[src/rtl/control_seq_pkg.sv]
// Shared encodings for the multicycle control sequencer: opcodes, memory op codes,
// write-data selects and FSM state encodings.
package control_seq_pkg;

    localparam logic [6:0] OPC_LUI    = 7'b0110111;
    localparam logic [6:0] OPC_AUIPC  = 7'b0010111;
    localparam logic [6:0] OPC_JAL    = 7'b1101111;
    localparam logic [6:0] OPC_JALR   = 7'b1100111;
    localparam logic [6:0] OPC_BRANCH = 7'b1100011;
    localparam logic [6:0] OPC_LOAD   = 7'b0000011;
    localparam logic [6:0] OPC_STORE  = 7'b0100011;
    localparam logic [6:0] OPC_OP_IMM = 7'b0010011;
    localparam logic [6:0] OPC_OP     = 7'b0110011;
    localparam logic [6:0] OPC_SYSTEM = 7'b1110011;

    // Load ops match funct3 so MEM can forward funct3 directly; LNONE uses a spare code.
    localparam logic [2:0] LB    = 3'b000;
    localparam logic [2:0] LH    = 3'b001;
    localparam logic [2:0] LW    = 3'b010;
    localparam logic [2:0] LBU   = 3'b100;
    localparam logic [2:0] LHU   = 3'b101;
    localparam logic [2:0] LNONE = 3'b111;

    localparam logic [1:0] SB    = 2'b00;
    localparam logic [1:0] SH    = 2'b01;
    localparam logic [1:0] SW    = 2'b10;
    localparam logic [1:0] SNONE = 2'b11;

    localparam logic [1:0] WD_ALU = 2'b00;
    localparam logic [1:0] WD_PC4 = 2'b01;
    localparam logic [1:0] WD_MD  = 2'b10;
    localparam logic [1:0] WD_MEM = 2'b11;

    typedef enum logic [2:0] {
        FETCH1 = 3'd0,
        FETCH2 = 3'd1,
        DECODE = 3'd2,
        MEM    = 3'd3,
        EXEC   = 3'd4,
        MULDIV = 3'd5,
        HALTED = 3'd6
    } state_e;

endpackage

[src/rtl/control_seq_decode.sv]
// Combinational opcode classifier shared by the sequencer and hazard logic.
module control_decode
    import control_seq_pkg::*;
#(
    parameter bit M_EXT = 1'b1
) (
    input  logic [6:0] opcode,
    input  logic       bit25,
    output logic       is_legal,
    output logic       needs_mem,
    output logic       is_muldiv,
    output logic       writes_rd
);

    always_comb begin
        is_legal  = 1'b0;
        needs_mem = 1'b0;
        writes_rd = 1'b0;
        case (opcode)
            OPC_LUI, OPC_AUIPC, OPC_JAL, OPC_OP_IMM, OPC_OP: begin
                is_legal  = 1'b1;
                writes_rd = 1'b1;
            end
            OPC_JALR, OPC_LOAD: begin
                is_legal  = 1'b1;
                needs_mem = 1'b1;
                writes_rd = 1'b1;
            end
            OPC_STORE: begin
                is_legal  = 1'b1;
                needs_mem = 1'b1;
            end
            OPC_BRANCH, OPC_SYSTEM: is_legal = 1'b1;
            default: ;
        endcase
        is_muldiv = M_EXT && (opcode == OPC_OP) && bit25;
    end

endmodule

[src/rtl/control_seq.sv]
// Multicycle RV32 control FSM: fetch/decode/mem/exec sequencing with memory wait,
// optional MEM skipping, muldiv handshake, sticky halt and illegal-opcode trapping.
module control_seq #(
    parameter bit MEM_WAIT_EN  = 1'b1,
    parameter bit SKIP_MEM     = 1'b1,
    parameter bit M_EXT        = 1'b1,
    parameter bit ILLEGAL_HALT = 1'b1
) (
    input  logic       clk,
    input  logic       reset,
    input  logic [6:0] opcode,
    input  logic [2:0] funct3,
    input  logic       bit20,
    input  logic       bit25,
    input  logic       bit30,
    input  logic       cmp_out,
    input  logic       mem_ready,
    input  logic       md_done,
    output logic       halt,
    output logic       illegal,
    output logic       pc_enable,
    output logic       pc_load,
    output logic       reg_re1,
    output logic       reg_re2,
    output logic       reg_we,
    output logic       alu_sel1,
    output logic       alu_sel2,
    output logic [4:0] alu_op,
    output logic       target_load,
    output logic [1:0] wd_sel,
    output logic       mem_addr_sel,
    output logic [2:0] mem_read_op,
    output logic [1:0] mem_write_op,
    output logic       inst_load,
    output logic       md_start,
    output logic [2:0] state_dbg
);
    import control_seq_pkg::*;

    state_e state_q, state_d;
    logic   illegal_q, illegal_d;
    logic   md_busy_q, md_busy_d;
    logic   is_legal, needs_mem, is_muldiv, writes_rd;
    logic   is_memop, go_mem;

    control_decode #(.M_EXT(M_EXT)) u_decode (
        .opcode    (opcode),
        .bit25     (bit25),
        .is_legal  (is_legal),
        .needs_mem (needs_mem),
        .is_muldiv (is_muldiv),
        .writes_rd (writes_rd)
    );

    assign is_memop = (opcode == OPC_LOAD) || (opcode == OPC_STORE);
    assign go_mem   = !SKIP_MEM || needs_mem;

    always_ff @(posedge clk) begin
        if (reset) begin
            state_q   <= FETCH1;
            illegal_q <= 1'b0;
            md_busy_q <= 1'b0;
        end else begin
            state_q   <= state_d;
            illegal_q <= illegal_d;
            md_busy_q <= md_busy_d;
        end
    end

    always_comb begin
        state_d      = state_q;
        illegal_d    = illegal_q;
        md_busy_d    = 1'b0;
        pc_enable    = 1'b0;
        pc_load      = 1'b0;
        reg_re1      = 1'b0;
        reg_re2      = 1'b0;
        reg_we       = 1'b0;
        alu_sel1     = 1'b0;
        alu_sel2     = 1'b0;
        alu_op       = '0;
        target_load  = 1'b0;
        wd_sel       = WD_ALU;
        mem_addr_sel = 1'b0;
        mem_read_op  = LNONE;
        mem_write_op = SNONE;
        inst_load    = 1'b0;
        md_start     = 1'b0;
        case (state_q)
            FETCH1: begin
                mem_read_op = LW;
                if (mem_ready || !MEM_WAIT_EN) state_d = FETCH2;
            end
            FETCH2: begin
                inst_load = 1'b1;
                state_d   = DECODE;
            end
            DECODE: begin
                reg_re1     = 1'b1;
                reg_re2     = 1'b1;
                target_load = 1'b1;
                alu_sel1    = 1'b1;
                alu_sel2    = 1'b1;
                if (!is_legal && ILLEGAL_HALT) begin
                    state_d   = HALTED;
                    illegal_d = 1'b1;
                end else if (go_mem)   state_d = MEM;
                else if (is_muldiv)    state_d = MULDIV;
                else                   state_d = EXEC;
            end
            MEM: begin
                mem_addr_sel = 1'b1;
                alu_sel2     = 1'b1;
                if (opcode == OPC_LOAD)  mem_read_op  = funct3;
                if (opcode == OPC_STORE) mem_write_op = funct3[1:0];
                if (opcode == OPC_JALR)  target_load  = 1'b1;
                if (!(is_memop && MEM_WAIT_EN && !mem_ready))
                    state_d = is_muldiv ? MULDIV : EXEC;
            end
            MULDIV: begin
                // md_busy marks "start already issued" and drops whenever we leave.
                md_start  = !md_busy_q;
                md_busy_d = !md_done;
                if (md_done) state_d = EXEC;
            end
            EXEC: begin
                reg_we  = writes_rd;
                pc_load = (opcode == OPC_BRANCH && cmp_out) || (opcode == OPC_JAL)
                          || (opcode == OPC_JALR);
                if (opcode == OPC_SYSTEM && bit20) begin
                    state_d = HALTED;
                end else begin
                    pc_enable = 1'b1;
                    state_d   = FETCH1;
                end
                if (opcode == OPC_JAL || opcode == OPC_JALR) wd_sel = WD_PC4;
                else if (opcode == OPC_LOAD)                 wd_sel = WD_MEM;
                else if (is_muldiv)                          wd_sel = WD_MD;
                if (opcode == OPC_AUIPC) begin
                    alu_sel1 = 1'b1;
                    alu_sel2 = 1'b1;
                end else if (opcode == OPC_OP_IMM || opcode == OPC_LUI) begin
                    alu_sel2 = 1'b1;
                end
                if (opcode == OPC_OP || (opcode == OPC_OP_IMM && funct3 == 3'b101))
                    alu_op = {1'b0, bit30, funct3};
                else if (opcode == OPC_OP_IMM) alu_op = {2'b00, funct3};
                else if (opcode == OPC_BRANCH) alu_op = {2'b10, funct3};
            end
            HALTED: ;
            default: state_d = FETCH1;
        endcase
        if (reset) begin
            pc_enable    = 1'b0;
            pc_load      = 1'b0;
            reg_we       = 1'b0;
            inst_load    = 1'b0;
            target_load  = 1'b0;
            md_start     = 1'b0;
            reg_re1      = 1'b0;
            reg_re2      = 1'b0;
            mem_read_op  = LNONE;
            mem_write_op = SNONE;
        end
    end

    assign halt      = (state_q == HALTED);
    assign illegal   = illegal_q;
    assign state_dbg = state_q;

endmodule

[config.mk]
export PLATFORM = sky130hd
export DESIGN_NAME = control_seq
export DESIGN_NICKNAME = d
export VERILOG_FILES = /design/src/rtl/control_seq_pkg.sv /design/src/rtl/control_seq_decode.sv /design/src/rtl/control_seq.sv
export SDC_FILE = /design/constraint.sdc
export NUM_CORES = 1
export LEC_CHECK = 0
export ABC_CLOCK_PERIOD_IN_PS = 1600
export BUFFER_PORTS_ARGS = -buffer_cell sky130_fd_sc_hd__buf_2
export CAP_MARGIN = 20
export CORE_ASPECT_RATIO = 1.2
export CORE_MARGIN = 1.5
export CORE_UTILIZATION = 30
export DETAILED_ROUTE_END_ITERATION = 7
export GPL_TIMING_DRIVEN = 1
export PLACE_DENSITY = 0.67
export SLEW_MARGIN = 20
export SYNTH_ARGS = -nofsm -noshare
export SYNTH_HDL_FRONTEND = slang
export SYNTH_HIERARCHICAL = 1
export SYNTH_SLANG_ARGS = --single-unit
[constraint.sdc]
create_clock -name clk -period 1.6 [get_ports clk]
set_clock_uncertainty 0.05 [all_clocks]
set_input_delay 0.32 -clock clk [delete_from_list [all_inputs] [get_ports clk]]
set_output_delay 0.32 -clock clk [all_outputs]
set_load 0.01 [all_outputs]
==> impl_metrics.yaml <==
clock_network:
  ctsRootBufferMaster: "clkbuf_4"
  cts_sinks: 5
  clock_latency_ns: 0.24
  tritoncts: "done"
  clk_pin_slew_ns: 0.04
  clk_path_buf_depth: 2
  cts_hold_buf: 0
  htree_levels: 1
  numCtsBuffers: 3
power:
  leakage_nw: 0.7730
  seq_power_share_pct: 13.3
  power_density_nw_per_um2: 1067
  switching_share_pct: 41.38
  ir_worst_vdd_v: 0.0007995
  netSwitchingPower_mw: 0.7544
  internal_power_mw: 1.069
  clkPwrFrac_pct: 8.0
  power_frac_comb_pct: 78.7
place:
  post-place-cells: 214
  hpwl_um: 2255
  portBuffers: 45
  globalplace.congestion: 0.8472
  dpl_cell_area_um2: 1211
finish:
  area_growth_pct: 124.3
  multi_input_area_um2: 823.3
  drive_above_1_share_pct: 68.84
  design_area_um2: 1709
  antenna_cells: 0
  fill_cells: 174
  register_area_um2: 111.4
  fin_nets: 218
  final_cells: 230
detailed_routing:
  vias: 1211
  drt_iter0_drc: 24
  drc: 0
  viasPerCell: 5.265
  dr.pass1.iters: 4
  ant_nets: 0
  wl_per_cell_um: 15.32
  finalWirelength_um: 3524
logic_synthesis:
  synthAdderAreaFrac_pct: 0
  synthMuxAreaShare_pct: 1.970
  synth_compound_area_share_pct: 28.24
  syn_area_um2: 762.0
  ys.flop_type: "dfxtp_1"
  synth-edff-count: 0
  ys_warn_count: 6
  synth_top_family_by_area: "simple AND/OR/NAND/NOR gates"
  synth.distinct_cells: 44
  syn_area_per_cell_um2: 6.513
  synth_simple_gate_area_share_pct: 48.60
  synth_xor_xnor_area_share_pct: 0
  synth.net_count: 135
  synth-async-reset-ratio_pct: 0
  ys_seq_elements: 5
  ys_seq_area_share_pct: 13.14
  synth_cells: 117
floorplanning:
  pin_count: 46
  die_area_um2: 2852
  fp.dieH_um: 58.21
  start_util_pct: 32.38
  rows: 19
  chipWidth_um: 49.01
  core_um2: 2354
sta:
  max_freq_ghz: 0.5198
  hold_violations: 0
  slew_headroom_pct: 75.57
  setup_viol: 26
  setup_ws_ns: -0.3237
  rsz0062_at_grt: "yes"
  slew_viol_final: 0
  worst_pin_slew_ns: 0.3657
  period_share_pct: 120.2
  min_period_ns: 1.924
global_route:
  gr-total-overflow: 0
  grt_pass1_vias: 1182
  antenna_found_initial: 0
  grt_pass1_wl_um: 5244
  grt_max_degree: 10
  grt_usage_pct: 23.84
critical_path:
  worst_setup_path_end_kind: "output pin"
  r2r_start: "state_dbg[2]"
  cp.arrival_ns: 1.55
  cp-start-kind: "register"
  critical_path_required_ns: 1.23
  cp-endpoint: "alu_op[1]"
  criticalPathCategory: "reg2out"
  rr_worst_depth: 5
  crit_start: "state_dbg[1]"
  r2r_setup_slack_ns: -0.07
  reg2reg_to: "state_dbg[0]"
  cp_max_fo: 5
min_path:
  worstHoldStart: "md_done"
  whs_path_depth: 2
  min_path_type: "in2reg"
job:
  drv_cap: 0
run_status:
  status: "complete, but fails checks"
  violations: "negative setup slack"
-- power by group through the flow --
stage          clock network [mW]  registers [mW]  logic [mW]
3_3_place_gp                    0           0.229       0.896
3_5_place_dp                    0           0.234       0.916
6_report                    0.146           0.243        1.43
4_1_cts                     0.149           0.235        1.30
5_1_grt                     0.150           0.250        1.52
2_1_floorplan                   0           0.234       0.537
-- worst min path at each step --
stage | endpoint
floorplan | md_busy_q
global placement | illegal
detailed placement | illegal
CTS | md_busy_q
global route | md_busy_q
finish | md_busy_q
-- Yosys cell counts, types with 2 or more instances --
master	instances	share of area [%]
nor2b_1	4	3.3
nand2b_1	3	2.5
dfxtp_1	5	13
o21ai_1	2	1.3
nor2_1	21	10
and2_1	5	4.1
clkbuf_1	3	1.5
buf_4	2	2.0
nor3_1	3	2.0
o21a_1	2	2.0
inv_1	5	2.5
o21ai_0	6	3.9
nand4_1	2	1.6
a21boi_0	2	2.0
a31oi_1	2	1.6
a21oi_1	5	3.3
nand2_1	10	4.9
nand3_1	8	5.3
a311oi_1	2	2.3
-- registers in the layout, summed over array words and instances, names as in the netlist --
signal     count
illegal        1
state_dbg      3
md_busy_q      1
-- critical path: stages (launching register included) --
cell and delay [ns]:
dfxtp_4 0.36, nor3b_4 0.34, nand2_2 0.12, o21ba_4 0.26
and2_4 0.14, buf_6 0.09
-- cells by family (layout without fill, tap and decap cells) --
group / after synthesis / count (layout)
buf+inv: 12 / 94
mux: 1 / 1
simple gates: 70 / 70
flops: 5 / 5
compound gates: 29 / 29
-- through the flow --
step	util [%]	setup WS, ns	setup TNS, ns	power, mW	hold slack, ns
6_report	72.62	-0.3237	-4.573	1.823	0.2396
5_1_grt	72.62	-0.3477	-5.565	1.921	0.2637
4_1_cts	67.84	-0.2413	-3.304	1.684	0.2464
3_5_place_dp	51.46	-0.4655	-3.497	1.150	0.4045
2_1_floorplan	-	-0.0002306	-0.0002306	0.7710	0.3424
3_3_place_gp	51.46	-0.3648	-3.165	1.126	0.3994
-- area by class of cell --
class / count / area share [%]
Multi-Input combinational cell: 100 / 48.17
Timing Repair Buffer: 85 / 40.41
Sequential cell: 5 / 6.515
Tap cell: 31 / 2.269
Clock buffer: 4 / 1.537
Inverter: 5 / 1.098
-- cells in the final DEF, fill, tap and decap left out, types with 2 or more instances in the layout --
cell      netlist  layout
nand3_2         0       4
buf_8           0       2
nor2b_4         0       3
nor2_2          0       2
nand2b_4        0       2
buf_2           1      30
inv_1           5       5
nand2_1        10       8
buf_6           1      20
a21oi_1         5       2
nor2_4          0       2
and2_4          0       6
dfxtp_1         5       2
nor3_2          0       3
a21oi_2         0       3
clkbuf_4        0       3
o21ai_1         2       7
nor2_1         21      17
o21a_1          2       2
buf_12          0       3
nand4_1         2       2
buf_4           2      30
nand3_1         8       4
dfxtp_4         0       3
-- what timing repair did --
item,CTS,global route
endpoints found under the hold margin,0,0
gates resized for setup,68,25
pin swaps,21,20
setup endpoints to repair,26,27
cloned,0,0
buffers inserted,11,3
-- per-layer routing --
layer	global-route usage, %	vias to the layer above	part of all wire, %
met3	2.577	16	4.5
met4	15.51	0	4.5
met2	48.14	52	55
li1	-	578	-
met1	22.54	565	36
met5	0	-	0
No activity file was read; power rests on OpenSTA's default activity.
